File: config.mk
export PLATFORM = sky130hd
export DESIGN_NAME = sgf_mult_arbiter
export DESIGN_NICKNAME = d
export VERILOG_FILES = /design/src/rtl/sgf_mult_pkg.sv /design/src/rtl/sgf_rr_arbiter.sv /design/src/rtl/sgf_mult_arbiter.sv
export SDC_FILE = /design/constraint.sdc
export NUM_CORES = 2
export LEC_CHECK = 0
export ABC_AREA = 1
export BUFFER_PORTS_ARGS = -buffer_cell sky130_fd_sc_hd__buf_2
export CORE_MARGIN = 3
export CORE_UTILIZATION = 50
export CTS_BUF_LIST = sky130_fd_sc_hd__clkbuf_4
export CTS_CLUSTER_DIAMETER = 200
export CTS_CLUSTER_SIZE = 40
export DETAILED_ROUTE_END_ITERATION = 16
export PLACE_DENSITY = 0.7
export SYNTH_ARGS = -nofsm -noshare
export SYNTH_HDL_FRONTEND = slang
export SYNTH_SLANG_ARGS = --single-unit
File: constraint.sdc
create_clock -name clk -period 13.4 [get_ports clk]
set_input_delay 3.35 -clock clk [delete_from_list [all_inputs] [get_ports clk]]
set_output_delay 3.35 -clock clk [all_outputs]
set_load 0.005 [all_outputs]
File: src/rtl/sgf_mult_pkg.sv
// Shared constants and types for the shared significand multiplier.
// Optional build macro: SGF_ARB_FIXED_PRIO_EN (fixed priority, requester 0 wins).
package sgf_mult_pkg;

    localparam int unsigned SGF_ID_W     = 1;   // requester ID width
    localparam int unsigned SGF_N_REQ    = 2;   // number of requesters
    localparam int unsigned SGF_PIPE_LAT = 2;   // accept-to-result latency in cycles

    // Round-robin pointer: which requester wins the next contended cycle
    typedef enum logic {
        PRIO_0 = 1'b0,
        PRIO_1 = 1'b1
    } prio_t;

endpackage

File: src/rtl/sgf_rr_arbiter.sv
// Two-requester arbiter for the shared significand multiplier.
// Round-robin by default; define SGF_ARB_FIXED_PRIO_EN for fixed priority
// (requester 0 always wins, no pointer state).
module sgf_rr_arbiter
    import sgf_mult_pkg::*;
(
    input  logic                 clk,
    input  logic                 rst,
    input  logic [SGF_N_REQ-1:0] valid,
    output logic [SGF_N_REQ-1:0] grant,
    output logic                 accept
);

`ifdef SGF_ARB_FIXED_PRIO_EN

    // Fixed priority: requester 1 only wins when requester 0 is idle
    always_comb begin
        grant  = '0;
        accept = 1'b0;
        if (!rst) begin
            grant[0] = valid[0];
            grant[1] = valid[1] & ~valid[0];
            accept   = |grant;
        end
    end

`else

    prio_t r_prio;
    prio_t w_prio_next;

    // Pointer register: starts at requester 0 after reset
    always_ff @(posedge clk) begin
        if (rst) begin
            r_prio <= PRIO_0;
        end else begin
            r_prio <= w_prio_next;
        end
    end

    // Grant decode and pointer update: after every accept the loser gets priority
    always_comb begin
        grant       = '0;
        accept      = 1'b0;
        w_prio_next = r_prio;
        if (!rst) begin
            grant[0] = valid[0] & (~valid[1] | (r_prio == PRIO_0));
            grant[1] = valid[1] & ~grant[0];
            accept   = |grant;
            if (accept) begin
                w_prio_next = grant[0] ? PRIO_1 : PRIO_0;
            end
        end
    end

`endif

endmodule

File: src/rtl/sgf_mult_arbiter.sv
// Shared two-stage significand multiplier with two arbitrated requesters.
// Results return in issue order, tagged with the requester ID.
// Optional build macro: SGF_ARB_FIXED_PRIO_EN (handled in sgf_rr_arbiter).
module sgf_mult_arbiter
    import sgf_mult_pkg::*;
#(
    parameter int unsigned W_Sgf = 23
) (
    input  logic                 clk,
    input  logic                 rst,
    input  logic                 req0_valid,
    output logic                 req0_ready,
    input  logic [W_Sgf:0]       req0_a,
    input  logic [W_Sgf:0]       req0_b,
    input  logic                 req1_valid,
    output logic                 req1_ready,
    input  logic [W_Sgf:0]       req1_a,
    input  logic [W_Sgf:0]       req1_b,
    output logic                 res_valid,
    output logic                 res_id,
    output logic [2*W_Sgf+1:0]   res_data,
    output logic                 busy
);

    localparam int unsigned PW = 2 * W_Sgf + 2;

    logic [SGF_N_REQ-1:0] w_grant;
    logic                 w_accept;
    logic [W_Sgf:0]       w_a;
    logic [W_Sgf:0]       w_b;
    logic [PW-1:0]        w_prod;

    logic                 r_s1_valid;
    logic [SGF_ID_W-1:0]  r_s1_id;
    logic [W_Sgf:0]       r_s1_a;
    logic [W_Sgf:0]       r_s1_b;
    logic                 r_s2_valid;
    logic [SGF_ID_W-1:0]  r_s2_id;
    logic [PW-1:0]        r_s2_prod;

    sgf_rr_arbiter u_arb (
        .clk    (clk),
        .rst    (rst),
        .valid  ({req1_valid, req0_valid}),
        .grant  (w_grant),
        .accept (w_accept)
    );

    assign req0_ready = w_grant[0];
    assign req1_ready = w_grant[1];

    // Operand mux for the granted requester
    always_comb begin
        w_a = w_grant[1] ? req1_a : req0_a;
        w_b = w_grant[1] ? req1_b : req0_b;
    end

    assign w_prod = PW'(r_s1_a) * PW'(r_s1_b);

    // S1: capture granted operands; operand registers hold when idle
    always_ff @(posedge clk) begin
        if (rst) begin
            r_s1_valid <= 1'b0;
            r_s1_id    <= '0;
            r_s1_a     <= '0;
            r_s1_b     <= '0;
        end else begin
            r_s1_valid <= w_accept;
            if (w_accept) begin
                r_s1_id <= SGF_ID_W'(w_grant[1]);
                r_s1_a  <= w_a;
                r_s1_b  <= w_b;
            end
        end
    end

    // S2: full-width product; result and ID hold while no operation arrives
    always_ff @(posedge clk) begin
        if (rst) begin
            r_s2_valid <= 1'b0;
            r_s2_id    <= '0;
            r_s2_prod  <= '0;
        end else begin
            r_s2_valid <= r_s1_valid;
            if (r_s1_valid) begin
                r_s2_id   <= r_s1_id;
                r_s2_prod <= w_prod;
            end
        end
    end

    assign res_valid = r_s2_valid;
    assign res_id    = r_s2_id[0];
    assign res_data  = r_s2_prod;
    assign busy      = r_s1_valid | r_s2_valid;

endmodule

==> flow_summary.json <==
{
  "first_global_vias": 21174,
  "wl_met2_um": 30100,
  "critPathArrivalTime_ns": 4.36,
  "htree_levels": 3,
  "grt_max_degree": 78,
  "mostFrequentLayoutCells": "inv_1 (1041), nand2_1 (950), fa_1 (482), nor2_1 (178), ha_1 (174)",
  "die_h_um": 229,
  "dieArea_um2": 52300,
  "fp.dieW_um": 229,
  "syn_area_um2": 24800,
  "syn_area_per_cell_um2": 7.16,
  "worstSetupPathType": "primary input to output port",
  "ys_types": 31,
  "p_int_uw": 660,
  "outcome": "finished clean",
  "ctsHoldBuffers": 0,
  "grt_pass1_wl_um": 109000,
  "cts_resized": 0,
  "hpwl_um": 52500,
  "cpLargestDelayFamily": "simple AND/OR/NAND/NOR gates",
  "post-cts-setup-buffer-count": 0,
  "drtIter0Drc": 1435,
  "area_delta_synth_final_pct": 5.56,
  "skew_ns": 0.0433,
  "yosysWarnings": 0,
  "postSynthCellCount": 3458,
  "cts_buffers": 9,
  "io_pins": 153,
  "grt-ovfl-total": 0,
  "finalSetupTns_ns": 0,
  "drt-pass1-iter-count": 5,
  "leakage_nw": 16.0,
  "hold_violations": 0,
  "wl_per_cell_um": 15.6,
  "p_seq_frac": 0.259,
  "met3WireLength_um": 4830,
  "hold_ws_ns": 0.478,
  "slowest_delay_ns": 0.43,
  "place_ws_ns": 5.67,
  "synthesis.nets": 4214,
  "p_sw_uw": 701,
  "drc": 0,
  "power_frac_comb": 0.616,
  "rsz0062_at_grt": "no",
  "drv_slew": 0,
  "highest_layer": "met4",
  "final_common_cell": "inv_1",
  "drive_gt1_frac": 0.0839,
  "clk_latency_ns": 0.53,
  "coreArea_um2": 48300,
  "setup_viol": 0,
  "clk_pin_slew_worst_paths_ns": 0.19,
  "crit_fanout": 18,
  "cp_num_buf_inv": 2,
  "start_util": 0.512,
  "wl_met1_um": 28600,
  "ir_worst_vdd_v": 0.0000587,
  "nets": 4245,
  "antenna_found_initial": 2,
  "hold_class": "flop to flop",
  "period_share": 0.575,
  "fin_ws_ns": 5.69,
  "gr-usage-all-layers": 0.258,
  "slowest_stage": "nand2_2",
  "cp.required_ns": 10.05,
  "max_slew_margin": 0.211,
  "end_kind": "output port",
  "finalInstanceArea_um2": 26200,
  "dpl_cell_area_um2": 26000,
  "max_cap_viol_count": 0,
  "cts_buffer_depth": 2,
  "finalWirelength_um": 64700,
  "crit_path_cell_trace": "buf_2 -> nand2_1 -> nand2_2 -> nand2_2 -> nor2_4 -> buf_2",
  "swShare": 0.515,
  "fill_cells": 4749,
  "cts_tree": "done",
  "p_per_area_nw_per_um2": 52.1,
  "ant_nets": 0,
  "clock-sinks": 101,
  "yosysSeqAreaShare": 0.0816,
  "gp_congestion": 0.927,
  "final_core_util": 0.541,
  "synth_seq_cells": 101,
  "avgViaCountPerCell": 4.90,
  "worst_slew_pin_slew_ns": 1.18,
  "finalCriticalPeriod_ns": 7.71,
  "critPathLaunchType": "primary input",
  "vias": 20374,
  "rows": 80,
  "port-buffer-count": 152,
  "clock-root-buffer": "clkbuf_4",
  "fmax_mhz": 130,
  "power.share.clock": 0.125
}
==> sequential cells by signal, indices dropped and copies added (netlist names) <==
register / flops
res_data: 48
res_id: 1
r_s1_a: 24
r_s1_b: 24
r_s1_valid: 1
u_arb.r_prio: 1
res_valid: 1
r_s1_id: 1
==> per-stage QoR <==
stage | total power [mW] | cells
final | 1.36 | 4154
after global routing | 1.48 | 4154
after CTS | 1.36 | 4150
after detailed placement | 1.18 | 4134
after global placement | 1.18 | 4134
after floorplan | 0.898 | 3458
==> layout make-up <==
type / instances / area (µm²) / area share
antenna: 4 / 10.0 / 0.000383
clock buffer: 9 / 67.6 / 0.00258
clock inverter: 7 / 56.3 / 0.00215
inverter: 1051 / 3950 / 0.151
multi-input combinational: 2124 / 18100 / 0.692
sequential: 101 / 2020 / 0.0774
tap: 656 / 821 / 0.0314
timing repair buffer: 202 / 1140 / 0.0434
==> layer usage <==
layer | track usage | vias up
met1 | 0.361 | 9989
met4 | 0.0491 | 0
li1 | - | 9715
met3 | 0.0439 | 68
met2 | 0.426 | 602
met5 | 0 | -
==> worst register-to-register path, stage by stage, from the launching register on <==
cell	delay [ns]
dfxtp_1	1.13
nand2_1	0.23
fa_1	0.60
inv_1	0.05
fa_1	0.47
inv_1	0.05
fa_1	0.50
inv_1	0.06
fa_1	0.59
fa_1	0.48
fa_1	0.51
inv_1	0.05
fa_1	0.48
inv_1	0.05
ha_1	0.34
nand2_1	0.16
inv_1	0.05
nand2_1	0.06
nand2_1	0.07
a21oi_1	0.18
nand2_1	0.12
nand2_1	0.15
nand3_1	0.09
nand2_1	0.06
nand3_1	0.09
nand2_1	0.10
inv_1	0.04
==> synthesized netlist by cell type <==
master | number | area [µm²]
nor4_2 | 1 | 12.5
nor3_1 | 6 | 30.0
nor2b_1 | 1 | 6.26
inv_1 | 1041 | 3910
nor2_4 | 5 | 56.3
nand4_1 | 5 | 31.3
xor2_1 | 17 | 149
or2_2 | 32 | 200
nor2_1 | 178 | 668
buf_1 | 3 | 11.3
ha_1 | 174 | 2180
nand2_2 | 10 | 62.6
nor2_2 | 11 | 68.8
o21ai_0 | 49 | 245
and2_1 | 1 | 6.26
o21ai_1 | 8 | 40.0
nand3_2 | 6 | 60.1
a31oi_1 | 4 | 25.0
buf_4 | 3 | 22.5
o21bai_1 | 5 | 37.5
xnor2_1 | 7 | 61.3
nand2_1 | 950 | 3570
buf_6 | 1 | 11.3
o211ai_1 | 31 | 233
buf_2 | 10 | 50.1
nand3_1 | 59 | 295
clkbuf_1 | 165 | 619
fa_1 | 482 | 9650
inv_2 | 10 | 37.5
dfxtp_1 | 101 | 2020
a21oi_1 | 82 | 410
==> power groups by stage <==
stage                     sequential (mW)  clock (mW)  combinational, mW
final                               0.353       0.169              0.839
after global routing                0.355       0.179              0.944
after CTS                           0.352       0.171              0.837
after detailed placement            0.358           0              0.824
after global placement              0.358           0              0.820
after floorplan                     0.346           0              0.552
==> final timing paths <==
kind / startpoint / end / slack [ns] / cells after the start
min reg2reg: u_arb.r_prio$_SDFFE_PP0N_ / u_arb.r_prio$_SDFFE_PP0N_ / 0.48 / 2
max reg2reg: r_s1_b[12]$_SDFFE_PP0P_ / res_data[46]$_SDFFE_PP0P_ / 6.53 / 26
max: req1_valid / req1_ready / 5.69 / 6
min: u_arb.r_prio$_SDFFE_PP0N_ / u_arb.r_prio$_SDFFE_PP0N_ / 0.48 / 2
==> cells by family (layout without fill, tap and decap cells) <==
group           Yosys count  count (layout)  share of synthesized area
compound gates          179             179                     0.0400
xor+xnor                 24              24                    0.00849
fa+ha+maj               656             656                      0.477
buf+inv                1233            1269                      0.188
flops                   101             101                     0.0816
other cells               0               4                          0
simple gates           1265            1265                      0.204
Note: power is estimated with default switching activity, not from simulation.
